**config.mk**
```make
export PLATFORM = sky130hd
export DESIGN_NAME = sys_bus_arb
export DESIGN_NICKNAME = d
export VERILOG_FILES = /design/src/rtl/sys_bus_pkg.sv /design/src/rtl/rr_arbiter.sv /design/src/rtl/sys_bus_arb.sv
export SDC_FILE = /design/constraint.sdc
export NUM_CORES = 1
export LEC_CHECK = 0
export ABC_AREA = 1
export CAP_MARGIN = 30
export CELL_PAD_IN_SITES_DETAIL_PLACEMENT = 1
export CELL_PAD_IN_SITES_GLOBAL_PLACEMENT = 2
export CORE_AREA = 4 4 153 155
export CTS_CLUSTER_SIZE = 16
export DETAILED_ROUTE_END_ITERATION = 8
export DIE_AREA = 0 0 157 159
export DONT_BUFFER_PORTS = 1
export HOLD_SLACK_MARGIN = 0.03
export PLACE_DENSITY = 0.55
export SYNTH_ARGS = -nofsm -noshare
export SYNTH_HDL_FRONTEND = slang
export SYNTH_SLANG_ARGS = --single-unit
export TNS_END_PERCENT = 1
```
**constraint.sdc**
```tcl
create_clock -name clk -period 3.6 [get_ports clk]
set_clock_uncertainty 0.1 [all_clocks]
set_input_delay 0.72 -clock clk [delete_from_list [all_inputs] [get_ports clk]]
set_output_delay 0.72 -clock clk [all_outputs]
set_load 0.01 [all_outputs]
```
**src/rtl/sys_bus_pkg.sv**
```systemverilog
// Shared types and constants for the parametrised system bus arbiter.
package sys_bus_pkg;

    typedef enum logic [0:0] {
        StIdle  = 1'b0,
        StGrant = 1'b1
    } bus_state_e;

    // Default slave map, indexed by the top address bits.
    localparam int unsigned SLV_RAM   = 0;
    localparam int unsigned SLV_TIMER = 1;
    localparam int unsigned SLV_UART  = 2;
    localparam int unsigned SLV_GPIO  = 3;

    // Index width that never collapses to zero bits.
    function automatic int unsigned clog2_min1(input int unsigned n);
        return (n <= 2) ? 1 : $clog2(n);
    endfunction

endpackage

```
**src/rtl/rr_arbiter.sv**
```systemverilog
// Combinational circular priority search: first requester at or after ptr_i wins.
module rr_arbiter #(
    parameter int unsigned NumReq = 2,
    parameter int unsigned IdxW   = 1
) (
    input  logic [NumReq-1:0] req_i,
    input  logic [IdxW-1:0]   ptr_i,
    output logic [IdxW-1:0]   idx_o,
    output logic              valid_o
);

    int unsigned cand;

    always_comb begin
        idx_o   = '0;
        valid_o = 1'b0;
        cand    = 0;
        for (int unsigned k = 0; k < NumReq; k++) begin
            cand = (32'(ptr_i) + k) % NumReq;
            if (!valid_o && req_i[cand]) begin
                valid_o = 1'b1;
                idx_o   = IdxW'(cand);
            end
        end
    end

endmodule

```
**src/rtl/sys_bus_arb.sv**
```systemverilog
// Round-robin multi-master system bus with burst limit and top-bit slave decode.
// Define SYS_BUS_DECERR_EN to add m_err / err_adr decode-error reporting.
module sys_bus_arb
    import sys_bus_pkg::*;
#(
    parameter int unsigned NUM_MASTERS = 2,
    parameter int unsigned NUM_SLAVES  = 4,
    parameter int unsigned AW          = 32,
    parameter int unsigned DW          = 32,
    parameter int unsigned MAX_BURST   = 8
) (
    input  logic                      clk,
    input  logic                      rst,
    input  logic [NUM_MASTERS-1:0]    m_request,
    input  logic [NUM_MASTERS-1:0]    m_we,
    input  logic [NUM_MASTERS*AW-1:0] m_adr,
    input  logic [NUM_MASTERS*DW-1:0] m_wdata,
    output logic [NUM_MASTERS*DW-1:0] m_rdata,
    output logic [NUM_MASTERS-1:0]    m_hold,
    output logic [NUM_SLAVES-1:0]     s_sel,
    output logic [NUM_SLAVES-1:0]     s_we,
    output logic [AW-1:0]             s_adr,
    output logic [DW-1:0]             s_wdata,
`ifdef SYS_BUS_DECERR_EN
    output logic [NUM_MASTERS-1:0]    m_err,
    output logic [AW-1:0]             err_adr,
`endif
    input  logic [NUM_SLAVES*DW-1:0]  s_rdata
);

    localparam int unsigned MIDX_W = clog2_min1(NUM_MASTERS);
    localparam int unsigned SEL_W  = clog2_min1(NUM_SLAVES);

    bus_state_e        state_q, state_d;
    logic [MIDX_W-1:0] gnt_idx_q, gnt_idx_d;
    logic [MIDX_W-1:0] rr_ptr_q, rr_ptr_d;
    logic [7:0]        burst_cnt_q, burst_cnt_d;

    logic [MIDX_W-1:0]      arb_idx;
    logic                   arb_valid;
    logic                   granted;
    logic [NUM_MASTERS-1:0] gnt_onehot;
    logic [AW-1:0]          gnt_adr;
    logic [SEL_W-1:0]       slave_idx;
    logic                   mapped;
    logic [MIDX_W-1:0]      next_ptr;
    logic                   burst_limit;

    rr_arbiter #(
        .NumReq (NUM_MASTERS),
        .IdxW   (MIDX_W)
    ) u_rr_arbiter (
        .req_i   (m_request),
        .ptr_i   (rr_ptr_q),
        .idx_o   (arb_idx),
        .valid_o (arb_valid)
    );

    assign granted     = (state_q == StGrant);
    assign gnt_adr     = m_adr[gnt_idx_q*AW +: AW];
    assign slave_idx   = gnt_adr[AW-1 -: SEL_W];
    assign mapped      = 32'(slave_idx) < NUM_SLAVES;
    assign next_ptr    = (32'(gnt_idx_q) == NUM_MASTERS - 1) ? '0 : gnt_idx_q + 1'b1;
    assign burst_limit = burst_cnt_q >= 8'(MAX_BURST - 1);

    always_comb begin
        gnt_onehot            = '0;
        gnt_onehot[gnt_idx_q] = 1'b1;
    end

    always_ff @(posedge clk or posedge rst) begin
        if (rst) begin
            state_q     <= StIdle;
            gnt_idx_q   <= '0;
            rr_ptr_q    <= '0;
            burst_cnt_q <= '0;
        end else begin
            state_q     <= state_d;
            gnt_idx_q   <= gnt_idx_d;
            rr_ptr_q    <= rr_ptr_d;
            burst_cnt_q <= burst_cnt_d;
        end
    end

    always_comb begin
        state_d     = state_q;
        gnt_idx_d   = gnt_idx_q;
        rr_ptr_d    = rr_ptr_q;
        burst_cnt_d = burst_cnt_q;
        case (state_q)
            StIdle: begin
                if (arb_valid) begin
                    state_d     = StGrant;
                    gnt_idx_d   = arb_idx;
                    burst_cnt_d = '0;
                end
            end
            StGrant: begin
                if (burst_cnt_q != 8'hFF) burst_cnt_d = burst_cnt_q + 8'd1;
                // >= rather than == so a late-arriving requester is never starved
                if (!m_request[gnt_idx_q] ||
                    (burst_limit && |(m_request & ~gnt_onehot))) begin
                    state_d  = StIdle;
                    rr_ptr_d = next_ptr;
                end
            end
            default: state_d = StIdle;
        endcase
    end

    always_comb begin
        s_sel   = '0;
        s_we    = '0;
        s_adr   = '0;
        s_wdata = '0;
        m_rdata = '0;
        if (granted) begin
            s_adr                  = gnt_adr;
            s_adr[AW-1 -: SEL_W]   = '0;
            s_wdata                = m_wdata[gnt_idx_q*DW +: DW];
            if (mapped) begin
                s_sel[slave_idx]               = 1'b1;
                s_we[slave_idx]                = m_we[gnt_idx_q];
                m_rdata[gnt_idx_q*DW +: DW]    = s_rdata[slave_idx*DW +: DW];
            end
        end
    end

    // Gated by rst so holds drop immediately while reset is asserted.
    assign m_hold = rst ? '0 : (m_request & ~(granted ? gnt_onehot : '0));

`ifdef SYS_BUS_DECERR_EN
    logic [AW-1:0] last_err_adr_q;

    always_ff @(posedge clk or posedge rst) begin
        if (rst) begin
            last_err_adr_q <= '0;
        end else if (granted && !mapped) begin
            last_err_adr_q <= gnt_adr;
        end
    end

    always_comb begin
        m_err = '0;
        if (granted && !mapped) m_err[gnt_idx_q] = 1'b1;
    end

    assign err_adr = last_err_adr_q;
`endif

endmodule

```
Yosys cells after proc, flatten, opt, wreduce, memory -nomap -nowiden
Index checks and enable logic that the tools add are counted.
- output and inout port bits: 138
- register bits: 11
- mux-type cells: 30
- add/subtract/negate cells: 4
- equality and inequality tests: 3
- shifts and indexed selects: 5
- order comparisons: 7
- bitwise gates (word level): 7
- reduce and logical (&&, ||, !) cells: 11
- operators by type and width (cell ; number):
    $shiftx 128x8->32 ; 1
    $shiftx 64x7->32 ; 2
    $and 64x64->64 ; 1
    $mux 64 ; 1
    $shift 32x34->64 const A ; 1
    $shiftx 32x34->64 ; 1
    $neg 6->34 ; 1
    $mux 32 ; 1
    $mux 30 ; 1
    $mux 1 ; 17
    $mux 8 ; 2
    $pmux 8 s2 ; 1
    $add 8x1->8 const B ; 1
    $ge 8x3->1 const B ; 1
    $mux 4 ; 2
    $ne 8x8->1 const B ; 1
    $lt 1x2->1 const B ; 3
    $reduce_and 2->1 ; 3
    $and 2x2->2 ; 2
    $and 4x4->4 ; 1
    $logic_and 1x1->1 ; 4
    $mux 2 ; 2
    $not 2->2 ; 2
    $lt 2x3->1 const B ; 1
    other kinds (12) ; 14

Logic depth before layout (Yosys ltp)
Gate-level depths: netlist (run 1).
- depth after elaboration: 11
- mapped depth: 11

Modules after synthesis
Synthesis (run 1) repeated with hierarchy kept, for this count alone.
- cells, all modules: 580
- area total of the unflattened synthesis: 2974.1 sq um
- by module, submodules not included (module ; instances ; area each (sq um) ; sequential area each (sq um) ; cells each):
    sys_bus_arb ; 1 ; 2955.3 ; 275.3 ; 576
    rr_arbiter ; 1 ; 18.8 ; 0.0 ; 4

Worst setup path before layout (run 1)
Ideal clock, no wire load.
- kind: input-to-output
- start: in m_adr[63]
- end: out s_we[1]
- slack: 1.207 ns
- arrival: 1.573 ns
- stages on the path: 5
- buffers on the path: 1
- cell sequence: or2_1 o21ai_4 buf_6 nand2_1 nor3_1
- cells in the longest elaborated chain, start to end: 7
- elaborated cells between the ends (all ways): 8
- classes of those cells: 2 x order compare; 1 x shift; 3 x mux; 1 x bitwise; 1 x reduce/logical
- RTL lines (item ; RTL line ; text):
    start, declared ; sys_bus_arb.sv:16 ; input logic [NUM_MASTERS*AW-1:0] m_adr,
    $shiftx 64x7->32 * ; sys_bus_arb.sv:60 ; assign gnt_adr = m_adr[gnt_idx_q*AW +: AW];
    $lt 2x3->1 (not written as such) / $ge 2x1->1 (equally long branches) ; sys_bus_arb.sv:123 ; s_we[slave_idx] = m_we[gnt_idx_q];
    $logic_and 1x1->1 (not written as such) ; sys_bus_arb.sv:123 ;
    $mux 1 (not written as such) ; sys_bus_arb.sv:123 ;
    $demux 1 s2 * ; sys_bus_arb.sv:123 ;
    $and 4x4->4 (no source line) * ; - ;
    $mux 4 * ; sys_bus_arb.sv:117 ; if (granted) begin
    end, declared ; sys_bus_arb.sv:21 ; output logic [NUM_SLAVES-1:0] s_we,
Mark *: on every way between the ends. The rest lies on a longest branch, timed or not.

Final worst setup path (run 1)
- start: reg gnt_idx_q
- end: out m_rdata[29]
- cells in the longest elaborated chain, start to end: 5
- elaborated cells between the ends (all ways): 7
- classes of those cells: 1 x add/sub; 4 x shift; 1 x mux; 1 x bitwise
- RTL lines (item ; RTL line ; text):
    start, declared ; sys_bus_arb.sv:35 ; logic [MIDX_W-1:0] gnt_idx_q, gnt_idx_d;
    start signal, assigned ; sys_bus_arb.sv:79 ; gnt_idx_q <= gnt_idx_d;
    $shiftx 64x7->32 ; sys_bus_arb.sv:60 ;
    $shiftx 128x8->32 ; sys_bus_arb.sv:124 ; m_rdata[gnt_idx_q*DW +: DW] = s_rdata[slave_idx*DW +: DW];
    $shiftx 32x34->64 ; sys_bus_arb.sv:124 ;
    $and 64x64->64 (no source line) * ; - ;
    $mux 64 * ; sys_bus_arb.sv:117 ;
    end, declared ; sys_bus_arb.sv:18 ; output logic [NUM_MASTERS*DW-1:0] m_rdata,
Marks and branches as above.

==> results.cfg, run 1 <==
[clock_network]
clk_pin_slew_ps = 40
cts_tree = built
cts_made_buffers = 3
hold_buffers = 0
cts_resized = 0
cts_buffer_depth = 2
post_cts_buffers = 0
htreeDepth = 1
cts_sinks = 11
clk-insertion-delay-late_ps = 240
cts-root-buf = clkbuf_16

[worst_setup_path]
r2r_cells = 6
critPathRequiredTime_ps = 2780
endpoint_kind = primary output
max_stage_delay_ps = 600
critPathMaxFanout = 64
rr_startpoint = granted
r2r-end = burst_cnt_q[7]
cpMostUsedCell = nand2_1
worstPathCellList = nand2_1, nand2_4, buf_12, nand2_1, o21ai_0, nand2_1, nand2_1, nor2_1, buf_4
cp_num_buf_inv = 2
worstSetupStartpointType = flip-flop
cp_top_family = simple AND/OR/NAND/NOR gates
crit_type = reg2out
slowest_stage = dfrtp_1
r2r_slack_ps = 1710
critPathArrivalTime_ps = 2330

[placement]
port_buffers = 0
placed_area_um2 = 3410
post-place-ws_ps = 629
gp_congestion = 0.783
hpwlAfterDp_um = 15800

[floorplan]
coreArea_um2 = 21800
die_h_um = 159
start_util = 0.135
die_w_um = 157
dieArea_um2 = 25000
rows = 54
ios = 400

[yosys]
ys_warn_count = 0
synth.top_cell.area_share = 0.257
synthCells = 577
synth.avg_cell_area_um2 = 5.09
netlist_area_um2 = 2940
synth.ff_latch_count = 11
synth.area.top_cells = nand2_1 (26%), a22o_1 (18%), o21ai_0 (13%)
synth_top_cell_by_area = nand2_1
synth_cell_type_count = 24
seq_area_frac_synth = 0.0937

[drt]
wirelength_met1_um = 6470
drtIter0Drc = 159
drtPass1Iterations = 5
drc_errors = 0
routed_wl_um = 18000
routed.top_layer = met4
vias_per_cell = 4.35
ant_nets = 0
routedWlPerCell_um = 20.8
wl_met3_um = 1330
wl_met2_um = 9970
num_vias = 3758

[cells_and_area]
area_growth_pct = 18.7
drive_gt1_frac = 0.0893
layout.nets = 846
fill_cells = 2812
finalInstanceArea_um2 = 3490

[sta]
worstMarginPinSlew_ps = 591
slew_viol_final = 0
layout_setup_ws_ps = 448
rsz0062_at_grt = no
hold_viol_final = 0
fin_crit_sh = 0.875
max_freq_mhz = 317
min_period_ps = 3150
setup_tns_ps = 0
slew_headroom = 0.602
setup_viol = 0

[power]
power.total_mw = 3.11
ir_drop_mv = 0.238
p_leak_nw = 1.86
p_per_area_nw_per_um2 = 891

[global_route]
antenna_found_initial = 1
grt_pass1_wl_um = 25100
grtUsageTotal = 0.131
grt_overflow = 0
grt_pass1_vias = 3886
grt_max_degree = 65

[job]
cap_violations = 0

[worst_hold_path]
hold_class = in2async

[status]
status = finished, final reports clean
cell usage in the layout (no fill, tap or decap), types with 2 or more instances in the layout:
master and n:
nand2_1 201, clkbuf_16 3, dfrtp_1 11, buf_4 42
inv_2 2, a22o_1 62, nor3_1 5, conb_1 2
nor2_1 76, inv_1 81, o21ai_0 79, nand3_1 7
area by class of cell:
| type | count | area (um^2) | area share |
|---|---|---|---|
| clock buffers | 4 | 78.8 | 0.0226 |
| multi-input cells | 440 | 2130 | 0.610 |
| diodes | 1 | 2.50 | 0.000718 |
| well taps | 280 | 350 | 0.100 |
| inverters | 84 | 318 | 0.0911 |
| repair buffers | 43 | 335 | 0.0962 |
| flip-flops and latches | 11 | 275 | 0.0789 |
state kept, by name (all words and copies together) (netlist names):
signal,count
gnt_idx_q,1
burst_cnt_q,8
granted,1
rr_ptr_q,1
Yosys cell counts:
cell type / count
a21oi_1: 1
a22o_1: 62
buf_2: 10
buf_4: 3
buf_6: 5
clkbuf_1: 22
clkbuf_2: 3
conb_1: 1
dfrtp_1: 11
ha_1: 1
inv_1: 81
inv_2: 2
inv_4: 1
mux2i_1: 1
nand2_1: 201
nand2_2: 1
nand3_1: 7
nor2_1: 76
nor2_4: 1
nor3_1: 5
o21ai_0: 79
o21ai_4: 1
or2_1: 1
xor2_1: 1
how the worst max path moves through the flow:
stage          startpoint           to  cells after the start
2_1_floorplan   m_adr[63]      s_we[1]                      5
3_3_place_gp    m_adr[62]  m_rdata[29]                      9
3_5_place_dp    m_adr[62]  m_rdata[29]                      9
4_1_cts         gnt_idx_q  m_rdata[29]                      9
5_1_grt         gnt_idx_q  m_rdata[29]                      9
6_report        gnt_idx_q  m_rdata[29]                      9
logic make-up (layout without fill, tap and decap cells):
logic type               Yosys count  count (layout)  synth area share
XOR/XNOR                           1               1           0.00298
other                              1               3           0.00128
multiplexers                       1               1           0.00341
adder cells (fa/ha/maj)            1               1           0.00426
AND/OR/NAND/NOR                  292             292             0.382
flip-flops                        11              11            0.0937
AO/OA/AOI/OAI                    143             143             0.327
buffers and inverters            127             131             0.185
where the power goes:
part | leakage, nW | internal [mW] | switching (mW) | total, mW
registers | 0.144 | 0.160 | 0.0416 | 0.202
clock network | 0.0382 | 0.149 | 0.0603 | 0.209
logic | 1.68 | 0.854 | 1.84 | 2.70
layer usage:
metal | global-route usage | vias to the layer above
met5 | 0 | -
met3 | 0.0228 | 9
met1 | 0.141 | 1695
met4 | 0.0178 | 0
li1 | - | 1834
met2 | 0.267 | 220
stage by stage:
stage / instances / utilization / hold slack [ps]
4_1_cts: 862 / 0.160 / 317
3_5_place_dp: 858 / 0.156 / 361
5_1_grt: 863 / 0.160 / 347
6_report: 863 / 0.160 / 298
2_1_floorplan: 578 / - / 336
3_3_place_gp: 858 / 0.156 / 358
Power figures use the tool's default switching activity.
==> run 2: changes to the inputs <==
--- a/config.mk
+++ b/config.mk
@@ -6,6 +6,7 @@
 export NUM_CORES = 1
 export LEC_CHECK = 0
 export ABC_AREA = 1
+export ABC_CLOCK_PERIOD_IN_PS = 3600
 export CAP_MARGIN = 30
 export CELL_PAD_IN_SITES_DETAIL_PLACEMENT = 1
 export CELL_PAD_IN_SITES_GLOBAL_PLACEMENT = 2
@@ -15,7 +16,7 @@
 export DIE_AREA = 0 0 157 159
 export DONT_BUFFER_PORTS = 1
 export HOLD_SLACK_MARGIN = 0.03
-export PLACE_DENSITY = 0.55
+export PLACE_DENSITY_LB_ADDON = 0.1
 export SYNTH_ARGS = -nofsm -noshare
 export SYNTH_HDL_FRONTEND = slang
 export SYNTH_SLANG_ARGS = --single-unit
==> run 2 against run 1 <==
Compared with the run above:
- cell area increased by 1.1%
- flip-flop and latch count unchanged
- largest cell class unchanged
- clock-buffer cell count unchanged
- critical path depth unchanged
==> results.cfg, run 2 (synthesis gave the netlist of run 1 again) <==
[status]
status = finished, final reports clean

[drt]
vias_per_cell = 4.43
drtPass1Iterations = 4
drtIter0Drc = 119
drc_errors = 0
ant_nets = 0
routedWlPerCell_um = 22.8
routed_wl_um = 19700
num_vias = 3828

[clock_network]
cts-root-buf = clkbuf_16
cts_resized = 0
cts_buffer_depth = 2
cts_made_buffers = 3
cts_sinks = 11
clk_pin_slew_ps = 50
htreeDepth = 1
clk-insertion-delay-late_ps = 240
cts_tree = built
post_cts_buffers = 0
hold_buffers = 0

[cells_and_area]
largest_reg_flops = 8
top_register = burst_cnt_q
area_growth_pct = 20.1
diodes = 0
instances_no_fill = 865
layout.nets = 849
final_cell_mix = nand2_1 (201), inv_1 (81), o21ai_0 (79)
drive_gt1_frac = 0.0940
finish.utilization = 0.162
layout_commonest_cell = nand2_1

[worst_setup_path]
critPathRequiredTime_ps = 2780
r2r-end = burst_cnt_q[0]
r2r_cells = 9
critPathMaxFanout = 52
crit_type = reg2out
cpMostUsedCell = nand2_1
r2r_slack_ps = 1750
rr_startpoint = burst_cnt_q[0]
worstPathCellList = nand2_1, nand2_4, buf_4, nand2_1, o21ai_0, nand2_1, nand2_1, nor2_1, buf_4
endpoint_kind = primary output
max_stage_delay_ps = 600
slowest_stage = dfrtp_1
critPathArrivalTime_ps = 2350
worstSetupStartpointType = flip-flop

[floorplan]
ios = 400
dieArea_um2 = 25000
coreArea_um2 = 21800
rows = 54
die_w_um = 157
start_util = 0.135
die_h_um = 159

[sta]
worstMarginPinSlew_ps = 561
slew_headroom = 0.622
fin_crit_sh = 0.880
max_freq_mhz = 316
layout_setup_ws_ps = 433
setup_tns_ps = 0
rsz0062_at_grt = no
hold_viol_final = 0
min_period_ps = 3170
setup_viol = 0
slew_viol_final = 0

[placement]
gp_congestion = 0.804
hpwlAfterDp_um = 17400
post-place-ws_ps = 605
placed_cells = 861
port_buffers = 0

[global_route]
grt_pass1_wl_um = 27000
grtUsageTotal = 0.145
grt_overflow = 0
antenna_found_initial = 0
grt_max_degree = 64
grt_pass1_vias = 3991

[worst_hold_path]
hold_class = in2async

[power]
internal_power_mw = 1.21
power.share.clock = 0.067
p_per_area_nw_per_um2 = 919
p_seq_frac = 0.062
power.total_mw = 3.24
ir_drop_mv = 0.370
p_sw_frac = 0.627
p_leak_nw = 1.89
pwr-share-comb = 0.871
p_sw_mw = 2.03

[job]
cap_violations = 0
-- run 2: final cells by class --
cell class	count	area [um^2]
flip-flops and latches	11	275
multi-input cells	440	2130
fillers	2810	18300
repair buffers	46	378
inverters	84	318
well taps	280	350
clock buffers	4	78.8
-- run 2: through the flow --
stage / area [um^2] / hold WS, ps
3_3_place_gp: 3420 / 359
4_1_cts: 3530 / 352
3_5_place_dp: 3450 / 364
6_report: 3530 / 310
2_1_floorplan: 2940 / 336
5_1_grt: 3530 / 347
-- run 2: how the worst max path moves through the flow --
stage                     startpoint          end  slack [ps]  depth (start not counted)
after global placement       granted  m_rdata[24]         600                          6
after CTS                  gnt_idx_q  m_rdata[10]         370                          9
after detailed placement   m_adr[62]  m_rdata[10]         610                          9
after floorplan            m_adr[63]      s_we[1]        1210                          5
final                      gnt_idx_q  m_rdata[11]         430                          9
after global routing       gnt_idx_q  m_rdata[20]         150                          9
-- run 2: metal layers --
metal,share of wire,global-route usage,up-vias
met2,0.57,0.304,218
met3,0.072,0.0275,10
met1,0.34,0.144,1765
met4,0.012,0.0229,0
met5,0,0,-
li1,-,-,1835
-- run 2: worst max-delay path, delay by kind of cell (launching register included) --
kind	cells	cell delay (ps)
AND/OR/NAND/NOR	6	880
flip-flops	1	600
buffers and inverters	2	510
AO/OA/AOI/OAI	1	90
-- run 2: power groups by stage --
stage / combinational [mW] / clock (mW) / sequential, mW
global route: 3.13 / 0.227 / 0.212
detailed placement: 2.92 / 0 / 0.204
global placement: 2.88 / 0 / 0.202
CTS: 2.93 / 0.222 / 0.203
finish: 2.82 / 0.216 / 0.202
floorplan: 1.92 / 0 / 0.177
